## config.mk

```make
export PLATFORM = sky130hd
export DESIGN_NAME = payment_terminal
export DESIGN_NICKNAME = d
export VERILOG_FILES = /design/src/rtl/billing_pkg.sv /design/src/rtl/change_dispenser.sv /design/src/rtl/payment_terminal.sv
export SDC_FILE = /design/constraint.sdc
export NUM_CORES = 1
export LEC_CHECK = 0
export ABC_AREA = 1
export CORE_ASPECT_RATIO = 1.5
export CORE_MARGIN = 5
export CORE_UTILIZATION = 59
export CTS_CLUSTER_SIZE = 14
export DETAILED_ROUTE_END_ITERATION = 10
export PLACE_DENSITY = 0.79
export REMOVE_ABC_BUFFERS = 1
export SLEW_MARGIN = 20
export SYNTH_ARGS = -nofsm -noshare
export SYNTH_HDL_FRONTEND = slang
export SYNTH_SLANG_ARGS = --single-unit
```

## constraint.sdc

```tcl
create_clock -name Clk -period 4.4 [get_ports Clk]
set_input_delay 1.32 -clock Clk [delete_from_list [all_inputs] [get_ports Clk]]
set_output_delay 1.32 -clock Clk [all_outputs]
set_load 0.01 [all_outputs]
```

## src/rtl/billing_pkg.sv

```systemverilog
// rtl/billing_pkg.sv - shared coin encodings, state enum and coin helpers for cart and checkout
package billing_pkg;

    localparam int BILL_W   = 8;
    localparam int CREDIT_W = 9;

    localparam logic [1:0] COIN_1  = 2'b00;
    localparam logic [1:0] COIN_2  = 2'b01;
    localparam logic [1:0] COIN_5  = 2'b10;
    localparam logic [1:0] COIN_10 = 2'b11;

    typedef enum logic [1:0] {
        ST_IDLE    = 2'd0,
        ST_COLLECT = 2'd1,
        ST_CHANGE  = 2'd2,
        ST_DONE    = 2'd3
    } state_t;

    function automatic logic [3:0] coin_value(input logic [1:0] coin);
        case (coin)
            COIN_1:  return 4'd1;
            COIN_2:  return 4'd2;
            COIN_5:  return 4'd5;
            default: return 4'd10;
        endcase
    endfunction

    // Largest denomination not exceeding the amount still owed back.
    function automatic logic [1:0] greedy_coin(input logic [BILL_W-1:0] amount);
        if (amount >= BILL_W'(10))
            return COIN_10;
        else if (amount >= BILL_W'(5))
            return COIN_5;
        else if (amount >= BILL_W'(2))
            return COIN_2;
        else
            return COIN_1;
    endfunction

endpackage

```

## src/rtl/change_dispenser.sv

```systemverilog
// rtl/change_dispenser.sv - pays out a loaded amount as greedy coins over a valid/ready handshake
module change_dispenser
    import billing_pkg::*;
(
    input  logic              clk,
    input  logic              rst_n,
    input  logic              load,
    input  logic [BILL_W-1:0] amount,
    input  logic              ready,
    output logic              valid,
    output logic [1:0]        coin_type,
    output logic              done
);

    logic [BILL_W-1:0] change_r;
    logic [BILL_W-1:0] coin_amt;
    logic              xfer;

    // Offer is decoded from the register only, so it never depends on ready.
    assign coin_type = greedy_coin(change_r);
    assign coin_amt  = {{(BILL_W-4){1'b0}}, coin_value(coin_type)};
    assign valid     = (change_r != '0);
    assign xfer      = valid && ready;
    assign done      = xfer && (change_r == coin_amt);

    always_ff @(posedge clk or negedge rst_n) begin
        if (!rst_n)
            change_r <= '0;
        else if (load)
            change_r <= amount;
        else if (xfer)
            change_r <= change_r - coin_amt;
    end

endmodule

```

## src/rtl/payment_terminal.sv

```systemverilog
// rtl/payment_terminal.sv - checkout FSM: collects coins against a bill, pays change or refunds on timeout
module payment_terminal
    import billing_pkg::*;
#(
    parameter int TIMEOUT_CYCLES = 1000
) (
    input  logic              Clk,
    input  logic              Rst,
    input  logic              Pay,
    input  logic [BILL_W-1:0] Bill,
    input  logic              Coin_valid,
    input  logic [1:0]        Coin_type,
    output logic              Busy,
    output logic [BILL_W-1:0] Due,
    output logic              Chg_valid,
    output logic [1:0]        Chg_type,
    input  logic              Chg_ready,
    output logic              Paid,
    output logic              Abort
);

    localparam int              TMO_W    = $clog2(TIMEOUT_CYCLES);
    localparam logic [TMO_W-1:0] TMO_LAST = TMO_W'(TIMEOUT_CYCLES - 1);

    state_t              state, state_n;
    logic [BILL_W-1:0]   due_r;
    logic [CREDIT_W-1:0] credit_r;
    logic [TMO_W-1:0]    tmo_r;
    logic                abort_r;

    logic [CREDIT_W-1:0] due_ext;
    logic [CREDIT_W-1:0] credit_next;
    logic [CREDIT_W-1:0] surplus;
    logic                coin_acc;
    logic                covered;
    logic                tmo_hit;

    logic                disp_load;
    logic [BILL_W-1:0]   disp_amount;
    logic                disp_done;

    assign due_ext     = {1'b0, due_r};
    assign credit_next = credit_r + {{(CREDIT_W-4){1'b0}}, coin_value(Coin_type)};
    assign surplus     = credit_next - due_ext;
    assign coin_acc    = (state == ST_COLLECT) && Coin_valid;
    assign covered     = credit_next >= due_ext;
    // A coin in the same cycle always beats the timeout.
    assign tmo_hit     = (state == ST_COLLECT) && !Coin_valid && (tmo_r == TMO_LAST);

    always_comb begin
        state_n     = state;
        disp_load   = 1'b0;
        disp_amount = '0;
        case (state)
            ST_IDLE: begin
                if (Pay)
                    state_n = (Bill == '0) ? ST_DONE : ST_COLLECT;
            end
            ST_COLLECT: begin
                if (coin_acc) begin
                    if (covered) begin
                        if (surplus != '0) begin
                            state_n     = ST_CHANGE;
                            disp_load   = 1'b1;
                            disp_amount = surplus[BILL_W-1:0];
                        end else begin
                            state_n = ST_DONE;
                        end
                    end
                end else if (tmo_hit) begin
                    disp_load   = 1'b1;
                    disp_amount = credit_r[BILL_W-1:0];
                    state_n     = (credit_r != '0) ? ST_CHANGE : ST_DONE;
                end
            end
            ST_CHANGE: begin
                if (disp_done)
                    state_n = ST_DONE;
            end
            ST_DONE: begin
                state_n = ST_IDLE;
            end
            default: begin
                state_n = ST_IDLE;
            end
        endcase
    end

    always_ff @(posedge Clk or negedge Rst) begin
        if (!Rst) begin
            state    <= ST_IDLE;
            due_r    <= '0;
            credit_r <= '0;
            tmo_r    <= '0;
            abort_r  <= 1'b0;
        end else begin
            state <= state_n;
            case (state)
                ST_IDLE: begin
                    if (Pay) begin
                        due_r    <= Bill;
                        credit_r <= '0;
                        tmo_r    <= '0;
                    end
                end
                ST_COLLECT: begin
                    if (Coin_valid) begin
                        credit_r <= credit_next;
                        tmo_r    <= '0;
                    end else if (tmo_hit) begin
                        abort_r <= 1'b1;
                    end else begin
                        tmo_r <= tmo_r + 1'b1;
                    end
                end
                ST_DONE: begin
                    abort_r <= 1'b0;
                end
                default: begin
                end
            endcase
        end
    end

    change_dispenser u_change_dispenser (
        .clk       (Clk),
        .rst_n     (Rst),
        .load      (disp_load),
        .amount    (disp_amount),
        .ready     (Chg_ready),
        .valid     (Chg_valid),
        .coin_type (Chg_type),
        .done      (disp_done)
    );

    assign Busy  = (state != ST_IDLE);
    assign Due   = ((state == ST_COLLECT) && (due_ext > credit_r))
                 ? (due_r - credit_r[BILL_W-1:0]) : '0;
    assign Paid  = (state == ST_DONE) && !abort_r;
    assign Abort = (state == ST_DONE) && abort_r;

endmodule

```

==> impl_metrics.env, run 1 <==
export IMPL_path_class="reg2out"
export IMPL_clock_latency_ns=0.29
export IMPL_max_freq_mhz=239.4
export IMPL_endpoint_kind="primary output"
export IMPL_fin_skew_ns=0.01310
export IMPL_vias_per_cell=5.382
export IMPL_setup_viol=0
export IMPL_hold_path_class="reg2reg"
export IMPL_ir_drop_mv=0.3996
export IMPL_synthCells=522
export IMPL_max_cap_viol_count=0
export IMPL_portBuffers=28
export IMPL_crit_fanout=5
export IMPL_cp_slowest_stage_delay_ns=0.56
export IMPL_synth_top_area_share=0.2660
export IMPL_ioPinCount=29
export IMPL_synthFlopType="dfrtp_1"
export IMPL_seq_area_sq_um=950.9
export IMPL_hold_violations=0
export IMPL_routabilityCongestion=0.9466
export IMPL_grt_pass1_wl_mm=14.90
export IMPL_min_from="u_change_dispenser.change_r[6]"
export IMPL_remaining_drc_errors=0
export IMPL_syn_area_sq_um=3575
export IMPL_wl_per_cell_microns=13.35
export IMPL_power_per_cell_area_nw_per_um2=710.2
export IMPL_cp_cell_sequence="ha_1 > inv_1 > fa_1 > nand2_1 > inv_1 > a21oi_1 > inv_1 > a21oi_1 > nor2_1 > nor2_1 > nand2_1 > a21oi_1 > clkdlybuf4s50_1"
export IMPL_clkSlewWorstSetupHoldPaths_ns=0.08
export IMPL_num_vias=3595
export IMPL_synthTopCellsByArea="dfrtp_1, nand2_1, ha_1"
export IMPL_core_sq_um=5871
export IMPL_num_antenna_cells=0
export IMPL_placed_cells=651
export IMPL_cts_tree="done"
export IMPL_synth_edf_count=0
export IMPL_grt_max_degree=39
export IMPL_tritoncts_num_buffers=5
export IMPL_layout_nets=644
export IMPL_slew_violations=0
export IMPL_worst_pin_slew_ns=0.8877
export IMPL_fill_cells=453
export IMPL_yosysWarnings=0
export IMPL_rsz0062_at_grt="false"
export IMPL_yosys_area_top_type="dfrtp_1"
export IMPL_p_leak_nw=2.276
export IMPL_synth_seq_cells=38
export IMPL_crit_path_start_kind="flip-flop"
export IMPL_place_area_sq_um=4119
export IMPL_finalNonFillerCells=668
export IMPL_dp_hpwl_mm=6.897
export IMPL_cp_arrival_ns=2.86
export IMPL_worstSetupStartpoint="credit_r[0]"
export IMPL_dr_pass1_iters=5
export IMPL_cp_required_ns=3.08
export IMPL_status="complete, no violations"
export IMPL_cts_buffer_depth=2
export IMPL_syn_avg_cell_area_sq_um=6.848
export IMPL_postRouteAntennaNets=0
export IMPL_dieArea_sq_um=7748
export IMPL_reg2reg_from="credit_r[0]"
export IMPL_netlist_cell_type_count=44
export IMPL_relSlewSlack=0.4082
export IMPL_htree_levels=2
export IMPL_drtIter0Drc=201
export IMPL_antenna_found_initial=0
export IMPL_die_y_microns=105.3
export IMPL_r2r_cells=24
export IMPL_async_reset_ff_frac=1.000
export IMPL_finalCriticalPeriod_ns=4.178
export IMPL_finalCritPeriodShare=0.9495
export IMPL_layout_cells_most_common_list="nand2_1, inv_1, nor2_1"
export IMPL_multiInputGateArea_sq_um=2333
export IMPL_floorplan_initialDensity=0.6089
export IMPL_std_cell_rows=34
export IMPL_wl_mm=8.918
export IMPL_drive_gt1_frac=0.1812
export IMPL_fin_area_sq_um=4425
export IMPL_hold_depth=2
export IMPL_grt_ovfl_total=0
export IMPL_final_common_cell="nand2_1"
export IMPL_grt_total_usage=0.2359
export IMPL_area_delta_synth_final_pct=23.80
export IMPL_ys_seq_area_frac=0.2660
export IMPL_cts_sinks=38
export IMPL_grt_pass1_vias=3445
export IMPL_slowest_stage="clkdlybuf4s50_1"
export IMPL_clock_root_buffer="clkbuf_8"
export IMPL_die_x_microns=73.56
[worst max-delay path, delay by kind of cell, from the launching register on]
kind                       cells  cell delay [ns]
AOI/OAI and AO/OA              3             0.44
adders and majority gates      2             0.58
buffers and inverters          4             0.74
DFF                            1             0.52
and+or+nand+nor                4             0.28
[metal layers]
metal,share of wire,wire length (microns),global-route usage
met5,0,0,0
met4,0.046,412,0.1088
met3,0.041,363,0.02286
met2,0.50,4482,0.3959
met1,0.41,3659,0.2981
[state kept, by name, indices dropped and copies added (netlist names)]
signal	flops
abort_r	1
state	2
due_r	8
tmo_r	10
u_change_dispenser.change_r	8
credit_r	9
[metrics by stage]
stage	hold WS, ns	power, W	worst slack (ns)	utilization	setup TNS, ns
final	0.5145	0.003143	0.2223	0.7538	0
after global routing	0.5774	0.003474	0.001192	0.7538	0
after CTS	0.5165	0.003045	0.06076	0.7287	0
after detailed placement	0.4957	0.002758	-0.4372	0.7016	-3.859
after global placement	0.4970	0.002700	-0.3275	0.7016	-2.834
after floorplan	0.4755	0.002011	0.1795	-	0
[final cells by class]
type	count	area share
clock inverter	2	0.002827
timing repair buffer	70	0.1346
inverter	96	0.08143
sequential	38	0.2149
tap	72	0.02036
clock buffer	6	0.01866
multi-input combinational	384	0.5273
[cell usage after synthesis, types with 2 or more instances]
| cell type | n |
|---|---|
| nor3_1 | 7 |
| nand2_2 | 7 |
| or2_2 | 2 |
| fa_1 | 4 |
| nand3_1 | 40 |
| nor3_2 | 2 |
| nand3_4 | 2 |
| nand4_1 | 6 |
| dfrtp_1 | 38 |
| a21oi_1 | 19 |
| o22ai_1 | 7 |
| nor2_2 | 3 |
| xor2_1 | 10 |
| inv_1 | 93 |
| nor3b_1 | 2 |
| nand2_4 | 2 |
| nor4_1 | 2 |
| nor2_1 | 45 |
| nand3_2 | 4 |
| o21a_1 | 3 |
| nand3b_1 | 3 |
| clkinv_1 | 2 |
| o21ai_0 | 33 |
| ha_1 | 30 |
| nand2_1 | 137 |
[worst paths after layout]
| kind | endpoint | slack [ns] |
|---|---|---|
| worst min-delay path | u_change_dispenser.change_r[6] | 0.51 |
| min in group asynchronous | u_change_dispenser.change_r[1] | 1.14 |
| max in group asynchronous | due_r[2] | 2.69 |
| worst max register to register | u_change_dispenser.change_r[7] | 0.95 |
| worst max-delay path | Due[6] | 0.22 |
| worst min register to register | u_change_dispenser.change_r[6] | 0.51 |
[power breakdown]
part	switching, W	total (W)	internal [W]
Clock	0.000127	0.000253	0.000126
Sequential	0.000118	0.000572	0.000455
Combinational	0.00133	0.00232	0.000989
[timing repair]
item,in CTS,in global routing
buffers inserted,4,4
setup endpoints to repair,10,18
hold buffers,0,0
pin swaps,1,14
gates resized for setup,8,28
gates cloned,0,1
[cells by family after synthesis]
| group | after synthesis | share of synthesized area |
|---|---|---|
| AND/OR/NAND/NOR | 268 | 0.3444 |
| buffers and inverters | 101 | 0.1222 |
| AO/OA/AOI/OAI | 70 | 0.1131 |
| flip-flops | 38 | 0.2660 |
| adder cells (fa/ha/maj) | 34 | 0.1274 |
| XOR/XNOR | 11 | 0.02695 |
No activity file was read; power rests on OpenSTA's default activity.
==> inputs of run 2 (changes only) <==
Settings changed: MAX_ROUTING_LAYER set to met4.
==> impl_metrics.env, run 2 (synthesis gave the netlist of run 1 again) <==
export IMPL_path_class="reg2out"
export IMPL_num_antenna_cells=0
export IMPL_dieArea_sq_um=7748
export IMPL_grt_max_degree=39
export IMPL_hold_slack_ns=0.5138
export IMPL_layout_cells_most_common_list="nand2_1, inv_1, nor2_1"
export IMPL_cts_hold_buffers=0
export IMPL_p_leak_nw=2.274
export IMPL_largest_reg_flops=10
export IMPL_grt_total_usage=0.2426
export IMPL_slowest_stage="clkdlybuf4s50_1"
export IMPL_ioPinCount=29
export IMPL_max_cap_viol_count=0
export IMPL_grt_ovfl_total=0
export IMPL_min_from="u_change_dispenser.change_r[6]"
export IMPL_hold_path_class="reg2reg"
export IMPL_drive_gt1_frac=0.1812
export IMPL_die_y_microns=105.3
export IMPL_clock_latency_ns=0.29
export IMPL_std_cell_rows=34
export IMPL_endpoint_kind="primary output"
export IMPL_worst_pin_slew_ns=0.8878
export IMPL_dp_hpwl_mm=6.897
export IMPL_routabilityCongestion=0.9637
export IMPL_worstSetupStartpoint="credit_r[0]"
export IMPL_cp_slowest_stage_delay_ns=0.56
export IMPL_finalCritPeriodShare=0.9478
export IMPL_ir_drop_mv=0.3996
export IMPL_cp_cell_sequence="ha_1 > inv_1 > fa_1 > nand2_1 > inv_1 > a21oi_1 > inv_1 > a21oi_1 > nor2_1 > nor2_1 > nand2_1 > a21oi_1 > clkdlybuf4s50_1"
export IMPL_postRouteAntennaNets=0
export IMPL_core_sq_um=5871
export IMPL_final_common_cell="nand2_1"
export IMPL_slew_violations=0
export IMPL_clock_root_buffer="clkbuf_8"
export IMPL_area_delta_synth_final_pct=23.70
export IMPL_hold_violations=0
export IMPL_tritoncts_num_buffers=5
export IMPL_htree_levels=2
export IMPL_finalCriticalPeriod_ns=4.171
export IMPL_grt_pass1_wl_mm=14.90
export IMPL_grt_pass1_vias=3444
export IMPL_setup_viol=0
export IMPL_rrSetupSlack_ns=0.97
export IMPL_fin_skew_ns=0.01341
export IMPL_fin_tns_setup_ns=0
export IMPL_regMostFlops="tmo_r"
export IMPL_rsz0062_at_grt="false"
export IMPL_vias_per_cell=5.364
export IMPL_clkSlewWorstSetupHoldPaths_ns=0.08
export IMPL_cp_required_ns=3.08
export IMPL_relSlewSlack=0.4082
export IMPL_num_vias=3583
export IMPL_wl_mm=8.891
export IMPL_crit_fanout=5
export IMPL_drtIter0Drc=201
export IMPL_crit_path_start_kind="flip-flop"
export IMPL_die_x_microns=73.56
export IMPL_top_regs="tmo_r: 10 flops, credit_r: 9 flops"
export IMPL_dr_pass1_iters=5
export IMPL_power_per_cell_area_nw_per_um2=710.6
export IMPL_max_freq_mhz=239.8
export IMPL_floorplan_initialDensity=0.6089
export IMPL_portBuffers=28
export IMPL_cp_arrival_ns=2.85
export IMPL_wl_per_cell_microns=13.31
export IMPL_antenna_found_initial=0
export IMPL_status="complete, no violations"
export IMPL_cts_sinks=38
export IMPL_cts_buffer_depth=2
export IMPL_cts_tree="done"
export IMPL_remaining_drc_errors=0
export IMPL_layout_nets=644
export IMPL_reg2reg_from="credit_r[0]"
==> run 2: cell type report <==
class                           instances  area [sq um]
Multi-Input combinational cell        384          2333
Fill cell                             455          1449
Sequential cell                        38         950.9
Timing Repair Buffer                   70         591.8
Inverter                               96         360.3
Tap cell                               72         90.09
Clock buffer                            6         82.58
Clock inverter                          2         12.51
==> run 2: timing repair <==
action / in CTS / in global routing
buffers inserted: 4 / 4
setup endpoints to repair: 10 / 18
gates resized for setup: 8 / 27
cloned: 0 / 1
pin swaps: 1 / 14
==> run 2: per-layer routing <==
layer | vias up | share of wire | global-route usage | routed length [microns]
li1 | 1814 | - | - | -
met1 | 1627 | 0.41 | 0.2981 | 3662
met2 | 102 | 0.50 | 0.3959 | 4461
met3 | 40 | 0.037 | 0.02286 | 333
met4 | 0 | 0.049 | 0.1088 | 434
met5 | - | 0 | - | 0
==> run 2: critical path, delay by kind of cell, from the launching register on <==
family                     cells  cell delay [ns]
AOI/OAI and AO/OA              3             0.44
adders and majority gates      2             0.58
buffers and inverters          4             0.74
DFF                            1             0.51
and+or+nand+nor                4             0.28
==> run 2: power by group <==
part | internal [W] | switching, W
logic | 0.000989 | 0.00133
clock network | 0.000126 | 0.000128
registers | 0.000455 | 0.000117
total | 0.00157 | 0.00157
==> run 2: stage by stage <==
| stage | total power, W | cell area (sq um) | setup WS (ns) | instances | utilization |
|---|---|---|---|---|---|
| finish | 0.003142 | 4422 | 0.2295 | 668 | 0.7532 |
| global route | 0.003474 | 4422 | 0.001192 | 668 | 0.7532 |
| CTS | 0.003045 | 4278 | 0.06076 | 663 | 0.7287 |
| detailed placement | 0.002758 | 4119 | -0.4372 | 651 | 0.7016 |
| global placement | 0.002700 | 4119 | -0.3275 | 651 | 0.7016 |
| floorplan | 0.002011 | 3498 | 0.1795 | 517 | - |
==> run 2: final timing paths <==
| path | to | cells past startpoint |
|---|---|---|
| setup / recovery | Due[6] | 13 |
| hold / removal | u_change_dispenser.change_r[6] | 2 |
| setup reg to reg | u_change_dispenser.change_r[7] | 24 |
| hold reg to reg | u_change_dispenser.change_r[6] | 2 |
| max in group asynchronous | due_r[2] | 1 |
| min in group asynchronous | u_change_dispenser.change_r[1] | 1 |
